## src/rtl/operand_fetch_stage.sv

```systemverilog
// Operand fetch stage: register-file read, writeback bypass, scoreboard
// hazard stall and a registered valid/ready slot toward execute.
module operand_fetch_stage #(
    parameter int DATA_W = 32,
    parameter int ADDR_W = 4,
    parameter int NREG   = 16,
    parameter int OP_W   = 8
) (
    input  logic              clk,
    input  logic              reset,
    input  logic              flush,
    input  logic              in_valid,
    output logic              in_ready,
    input  logic [OP_W-1:0]   in_op,
    input  logic [ADDR_W-1:0] in_rs1,
    input  logic [ADDR_W-1:0] in_rs2,
    input  logic [ADDR_W-1:0] in_rd,
    input  logic              in_wb,
    output logic [ADDR_W-1:0] rf_a1,
    output logic [ADDR_W-1:0] rf_a2,
    input  logic [DATA_W-1:0] rf_d1,
    input  logic [DATA_W-1:0] rf_d2,
    input  logic              wb_valid,
    input  logic [ADDR_W-1:0] wb_addr,
    input  logic [DATA_W-1:0] wb_data,
    output logic              out_valid,
    input  logic              out_ready,
    output logic [OP_W-1:0]   out_op,
    output logic [ADDR_W-1:0] out_rd,
    output logic              out_wb,
    output logic [DATA_W-1:0] out_opa,
    output logic [DATA_W-1:0] out_opb
);

    logic              out_valid_q, out_valid_d;
    logic [OP_W-1:0]   out_op_q, out_op_d;
    logic [ADDR_W-1:0] out_rd_q, out_rd_d;
    logic              out_wb_q, out_wb_d;
    logic [DATA_W-1:0] out_opa_q, out_opa_d;
    logic [DATA_W-1:0] out_opb_q, out_opb_d;
    logic [NREG-1:0]   pend_q, pend_d;

    logic              byp1, byp2, bypd;
    logic              haz1, haz2, hazw;
    logic              hazard, slot_free, fire;
    logic [DATA_W-1:0] opa, opb;

    assign rf_a1 = in_rs1;
    assign rf_a2 = in_rs2;

    // The register file commits wb_data only at the edge, so bypass it here.
    always_comb begin
        byp1      = wb_valid && (wb_addr == in_rs1);
        byp2      = wb_valid && (wb_addr == in_rs2);
        bypd      = wb_valid && (wb_addr == in_rd);
        opa       = byp1 ? wb_data : rf_d1;
        opb       = byp2 ? wb_data : rf_d2;
        haz1      = pend_q[in_rs1] && !byp1;
        haz2      = pend_q[in_rs2] && !byp2;
        hazw      = in_wb && pend_q[in_rd] && !bypd;
        hazard    = haz1 || haz2 || hazw;
        slot_free = !out_valid_q || out_ready;
        in_ready  = slot_free && !hazard && !flush;
        fire      = in_valid && in_ready;
    end

    always_comb begin
        out_valid_d = out_valid_q;
        out_op_d    = out_op_q;
        out_rd_d    = out_rd_q;
        out_wb_d    = out_wb_q;
        out_opa_d   = out_opa_q;
        out_opb_d   = out_opb_q;
        pend_d      = pend_q;
        if (flush) begin
            out_valid_d = 1'b0;
            pend_d      = '0;
        end else begin
            if (fire) begin
                out_valid_d = 1'b1;
                out_op_d    = in_op;
                out_rd_d    = in_rd;
                out_wb_d    = in_wb;
                out_opa_d   = opa;
                out_opb_d   = opb;
            end else if (out_ready) begin
                out_valid_d = 1'b0;
            end
            // Set after clear so an issue to the retiring register stays pending.
            if (wb_valid) begin
                pend_d[wb_addr] = 1'b0;
            end
            if (fire && in_wb) begin
                pend_d[in_rd] = 1'b1;
            end
        end
    end

    always_ff @(posedge clk or negedge reset) begin
        if (!reset) begin
            out_valid_q <= 1'b0;
            out_op_q    <= '0;
            out_rd_q    <= '0;
            out_wb_q    <= 1'b0;
            out_opa_q   <= '0;
            out_opb_q   <= '0;
            pend_q      <= '0;
        end else begin
            out_valid_q <= out_valid_d;
            out_op_q    <= out_op_d;
            out_rd_q    <= out_rd_d;
            out_wb_q    <= out_wb_d;
            out_opa_q   <= out_opa_d;
            out_opb_q   <= out_opb_d;
            pend_q      <= pend_d;
        end
    end

    assign out_valid = out_valid_q;
    assign out_op    = out_op_q;
    assign out_rd    = out_rd_q;
    assign out_wb    = out_wb_q;
    assign out_opa   = out_opa_q;
    assign out_opb   = out_opb_q;

endmodule

```

## config.mk

```make
export PLATFORM = sky130hd
export DESIGN_NAME = operand_fetch_stage
export DESIGN_NICKNAME = d
export VERILOG_FILES = /design/src/rtl/operand_fetch_stage.sv
export SDC_FILE = /design/constraint.sdc
export NUM_CORES = 1
export LEC_CHECK = 0
export CORE_MARGIN = 10
export CORE_UTILIZATION = 40
export DETAILED_ROUTE_END_ITERATION = 10
export PLACE_DENSITY = 0.74
export SYNTH_ARGS = -nofsm -noshare
export SYNTH_HDL_FRONTEND = slang
export SYNTH_SLANG_ARGS = --single-unit
```

## constraint.sdc

```tcl
create_clock -name clk -period 4.4 [get_ports clk]
set_clock_uncertainty 0.15 [all_clocks]
set_input_delay 0.88 -clock clk [delete_from_list [all_inputs] [get_ports clk]]
set_output_delay 0.88 -clock clk [all_outputs]
set_load 0.01 [all_outputs]
```

==> flow_summary.html <==
<table>
<tr><th>Metric</th><th>Value</th></tr>
<tr><th colspan="2">Outcome</th></tr>
<tr><td>Outcome</td><td>complete, no violations</td></tr>
<tr><th colspan="2">Timing</th></tr>
<tr><td>Final Cycle Share</td><td>90.6%</td></tr>
<tr><td>Relative slew slack</td><td>31.7%</td></tr>
<tr><td>Final Setup Violations</td><td>0</td></tr>
<tr><td>Post-layout min period</td><td>3.99 ns</td></tr>
<tr><td>Unrepaired setup endpoints after global routing</td><td>false</td></tr>
<tr><td>Smallest hold slack</td><td>0.350 ns</td></tr>
<tr><td>Fmax achieved</td><td>251 MHz</td></tr>
<tr><td>Transition time at the pin with the least slew margin</td><td>1.02 ns</td></tr>
<tr><td>Final Max Tran Viols</td><td>0</td></tr>
<tr><td>Final number of hold-violating endpoints</td><td>0</td></tr>
<tr><td>Sum Neg Setup Slack</td><td>0 ns</td></tr>
<tr><th colspan="2">Clock tree</th></tr>
<tr><td>Clock insertion delay at the later pin of the skew report</td><td>0.34 ns</td></tr>
<tr><td>Number of clock sinks</td><td>94</td></tr>
<tr><td>Clock H-tree levels</td><td>3</td></tr>
<tr><td>TritonCTS clock tree</td><td>done</td></tr>
<tr><td>Number of clock buffers inserted by TritonCTS</td><td>9</td></tr>
<tr><td>Clock edge transition at the registers on the reported setup and hold paths</td><td>0.07 ns</td></tr>
<tr><td>Clock tree root buffer cell</td><td>clkbuf_16</td></tr>
<tr><td>Clock Tree Buf Depth</td><td>2</td></tr>
<tr><th colspan="2">Critical path</th></tr>
<tr><td>Path type of the worst setup path</td><td>primary input to primary output</td></tr>
<tr><td>Capture instance of the worst register-to-register path</td><td>out_opa[16]</td></tr>
<tr><td>Worst stage delay on the critical path</td><td>0.50 ns</td></tr>
<tr><td>Register-to-register path setup slack</td><td>1.74 ns</td></tr>
<tr><td>Setup crit end kind</td><td>primary output</td></tr>
<tr><td>Sequence of cells on the critical path</td><td>clkdlybuf4s50_1, buf_4, mux4_2, mux2i_1, mux2i_1, a211oi_2, nand2_1, nor3_1, dlymetal6s2s_1</td></tr>
<tr><td>Critical path fanouts, max</td><td>5</td></tr>
<tr><td>WP data required</td><td>3.37 ns</td></tr>
<tr><td>Worst r2r path cells</td><td>7</td></tr>
<tr><td>Data arrival time of the critical path</td><td>2.96 ns</td></tr>
<tr><td>Most frequent cell on the critical path</td><td>mux2i_1</td></tr>
<tr><td>Worst r2r src</td><td>pend_q[7]</td></tr>
<tr><td>Critical path's slowest cell</td><td>mux4_2</td></tr>
<tr><td>Bufs and invs on worst path</td><td>3</td></tr>
<tr><td>Family of cells with the greatest summed delay on the critical path</td><td>buffers and inverters</td></tr>
<tr><td>Sort of element at the start of the critical path</td><td>primary input</td></tr>
<tr><th colspan="2">GRT</th></tr>
<tr><td>Vias in the first global route</td><td>4514</td></tr>
<tr><td>Wire length of the first global-routing pass</td><td>26.1 mm</td></tr>
<tr><td>Combined global-route utilization of all metal layers</td><td>17.8%</td></tr>
<tr><td>Sum of overflow across all layers after global routing</td><td>0</td></tr>
<tr><td>Largest net degree at the start of global routing</td><td>80</td></tr>
<tr><td>Number of antenna violations at the first check in global routing</td><td>0</td></tr>
<tr><th colspan="2">Pwr</th></tr>
<tr><td>Net switching power figure</td><td>844 µW</td></tr>
<tr><td>Internal Pwr Total</td><td>2.28 mW</td></tr>
<tr><td>Clock Power Share</td><td>27.0%</td></tr>
<tr><td>Worst IR Drop VDD</td><td>189 µV</td></tr>
<tr><td>Areal power density over the cells</td><td>389 mW/mm²</td></tr>
<tr><td>Sw Ratio</td><td>27.0%</td></tr>
<tr><td>Leakage dissipation</td><td>3.31 nW</td></tr>
<tr><td>Combinational fraction of design power</td><td>36.0%</td></tr>
<tr><td>Part of the total power dissipated in sequential elements</td><td>37.0%</td></tr>
<tr><th colspan="2">Die</th></tr>
<tr><td>Full die area</td><td>0.0187 mm²</td></tr>
<tr><td>Core area</td><td>0.0133 mm²</td></tr>
<tr><td>Horizontal die dimension</td><td>137 µm</td></tr>
<tr><td>Std-Cell Rows</td><td>42</td></tr>
<tr><td>Die height</td><td>137 µm</td></tr>
<tr><td>Starting utilization of the core area</td><td>40.9%</td></tr>
<tr><td>Boundary Pins</td><td>214</td></tr>
<tr><th colspan="2">Route</th></tr>
<tr><td>Routed length per instance</td><td>22.1 µm</td></tr>
<tr><td>Number of remaining DRC errors</td><td>0</td></tr>
<tr><td>Antenna viol nets, final</td><td>0</td></tr>
<tr><td>Number of optimization iterations in the first detailed-route pass</td><td>4</td></tr>
<tr><td>Via count</td><td>4084</td></tr>
<tr><td>Sum of routed wire length over all layers</td><td>17.0 mm</td></tr>
<tr><td>Number of DRC violations after detailed-routing iteration 0</td><td>187</td></tr>
<tr><td>Vias per inst</td><td>5.30</td></tr>
<tr><th colspan="2">Placed design</th></tr>
<tr><td>Routability congestion estimate</td><td>0.895</td></tr>
<tr><td>Post-DP HPWL</td><td>12.9 mm</td></tr>
<tr><td>Number of cells after detailed placement</td><td>755</td></tr>
<tr><td>Number of I/O port buffers</td><td>213</td></tr>
<tr><th colspan="2">Logic synthesis</th></tr>
<tr><td>Synth area leader</td><td>dfrtp_1</td></tr>
<tr><td>Count of flip-flops with a built-in enable after synthesis</td><td>0</td></tr>
<tr><td>Synthesized cell area</td><td>0.00544 mm²</td></tr>
<tr><td>Number of distinct library cells after synthesis</td><td>39</td></tr>
<tr><td>Sequential element share of the synthesized area</td><td>43.2%</td></tr>
<tr><td>Most used DFF post-synth</td><td>dfrtp_1</td></tr>
<tr><td>Yosys Warn Count</td><td>0</td></tr>
<tr><td>Number of register bits inferred by synthesis</td><td>94</td></tr>
<tr><td>Ys async rst share</td><td>100%</td></tr>
<tr><td>Top cell type's share of synthesized area</td><td>43.2%</td></tr>
<tr><td>Synth area leaders</td><td>dfrtp_1 (43%), mux2_4 (21%), mux2_2 (13%)</td></tr>
<tr><td>Synthesized netlist net count</td><td>513</td></tr>
<tr><td>Mean post-synth cell area</td><td>14.1 µm²</td></tr>
<tr><td>Syn Inst Count</td><td>386</td></tr>
<tr><th colspan="2">Layout</th></tr>
<tr><td>Fillers</td><td>1038</td></tr>
<tr><td>Area added between synthesis and finish</td><td>47.9%</td></tr>
<tr><td># diodes</td><td>0</td></tr>
<tr><td>Number of standard cells in the final layout excluding fillers</td><td>771</td></tr>
<tr><td>NumNets Final</td><td>717</td></tr>
<tr><td>Layout cells sized above 1</td><td>32.3%</td></tr>
<tr><td>Fin util</td><td>60.5%</td></tr>
<tr><th colspan="2">Worst hold path</th></tr>
<tr><td>Path category of the worst min-delay check</td><td>register to register</td></tr>
<tr><td>Min-Delay Startpoint</td><td>out_opa[6]</td></tr>
<tr><td>Hold Crit Depth</td><td>1</td></tr>
<tr><td>Hold Path End</td><td>out_opa[6]</td></tr>
<tr><th colspan="2">Job</th></tr>
<tr><td>Reported max-cap violation count</td><td>0</td></tr>
</table>
worst max path at each step:
stage              start        to  slack (ns)  depth (start not counted)
3_5_place_dp   in_rs2[0]  in_ready       -0.04                          9
4_1_cts         in_rd[0]  in_ready        0.02                          9
6_report        in_rd[0]  in_ready        0.41                          9
3_3_place_gp   in_rs2[0]  in_ready        0.02                          9
2_1_floorplan   in_rd[0]  in_ready        0.78                          8
5_1_grt         in_rd[0]  in_ready        0.34                          9
flip-flops by register name (all words and copies together) (netlist names):
register,flops
out_rd,4
out_opa,32
out_valid,1
pend_q,16
out_op,8
out_opb,32
out_wb,1
kinds of logic after synthesis:
logic type | synth area share [%]
and+or+nand+nor | 4.44
AOI/OAI and AO/OA | 5.61
xor gates and xnor gates | 1.93
muxes | 39.9
DFF | 43.2
buffers and inverters | 4.94
stage by stage:
step / cell area (µm²) / power, mW / setup WS, ns
after floorplan: 5440 / 1.67 / 0.777
after global placement: 7730 / 2.29 / 0.0179
after detailed placement: 7730 / 2.31 / -0.0351
after CTS: 8050 / 3.17 / 0.0201
after global routing: 8050 / 3.28 / 0.337
final: 8050 / 3.13 / 0.412
layer usage:
layer  track usage [%]  vias to the layer above  share of wire [%]
met4              5.21                        0                1.4
met1              21.7                     2015                 41
met3              6.05                       22                9.4
met2              29.2                      199                 48
met5                 0                        -                  0
li1                  -                     1848                  -
layout make-up:
| class | instances | area, µm² | share of cell area [%] |
|---|---|---|---|
| Clock inverter | 7 | 95.1 | 1.18 |
| Inverter | 5 | 18.8 | 0.233 |
| Multi-Input combinational cell | 249 | 2840 | 35.2 |
| Clock buffer | 9 | 225 | 2.80 |
| Sequential cell | 94 | 2350 | 29.2 |
| Timing Repair Buffer | 231 | 2300 | 28.6 |
| Tap cell | 176 | 220 | 2.74 |
cell usage after synthesis, types with 2 or more instances:
cell type and instances:
a21o_1 2, a31oi_1 2, and4_1 2, buf_2 5, buf_4 9, buf_6 9, clkbuf_1 15, dfrtp_1 94
inv_1 4, mux2_2 64, mux2_4 76, mux2i_1 5, mux4_2 11, nand2_1 7, nand3_1 8, nand3b_1 8
nor2_1 8, nor3_1 2, o211ai_1 9, o311ai_0 3, o41ai_1 14, or3_1 2, xnor2_1 6, xor2_1 6
cells in the final DEF (no fill, tap or decap), types with 3 or more instances in the layout:
cell	count
xor2_1	6
mux2i_1	5
clkdlybuf4s50_1	210
o211ai_1	9
o41ai_1	14
o311ai_0	3
nand3_1	8
nor2_1	8
buf_4	16
inv_1	4
buf_12	3
mux4_2	11
mux2_4	76
mux2_2	64
nand3b_1	8
xnor2_1	6
nand2_1	7
clkbuf_16	9
dfrtp_1	94
power by group through the flow:
stage,Clock [mW],Sequential [mW],Combinational [mW]
after floorplan,0,1.25,0.414
after CTS,0.868,1.16,1.14
final,0.844,1.16,1.13
after global routing,0.901,1.18,1.19
after global placement,0,1.16,1.12
after detailed placement,0,1.17,1.14
repair_timing:
item | 4_1_cts | 5_1_grt
endpoints found under the setup margin | 1 | 1
setup buffers | 0 | 0
hold buffers | 0 | 0
resized for setup | 1 | 1
No activity file was read; power rests on OpenSTA's default activity.
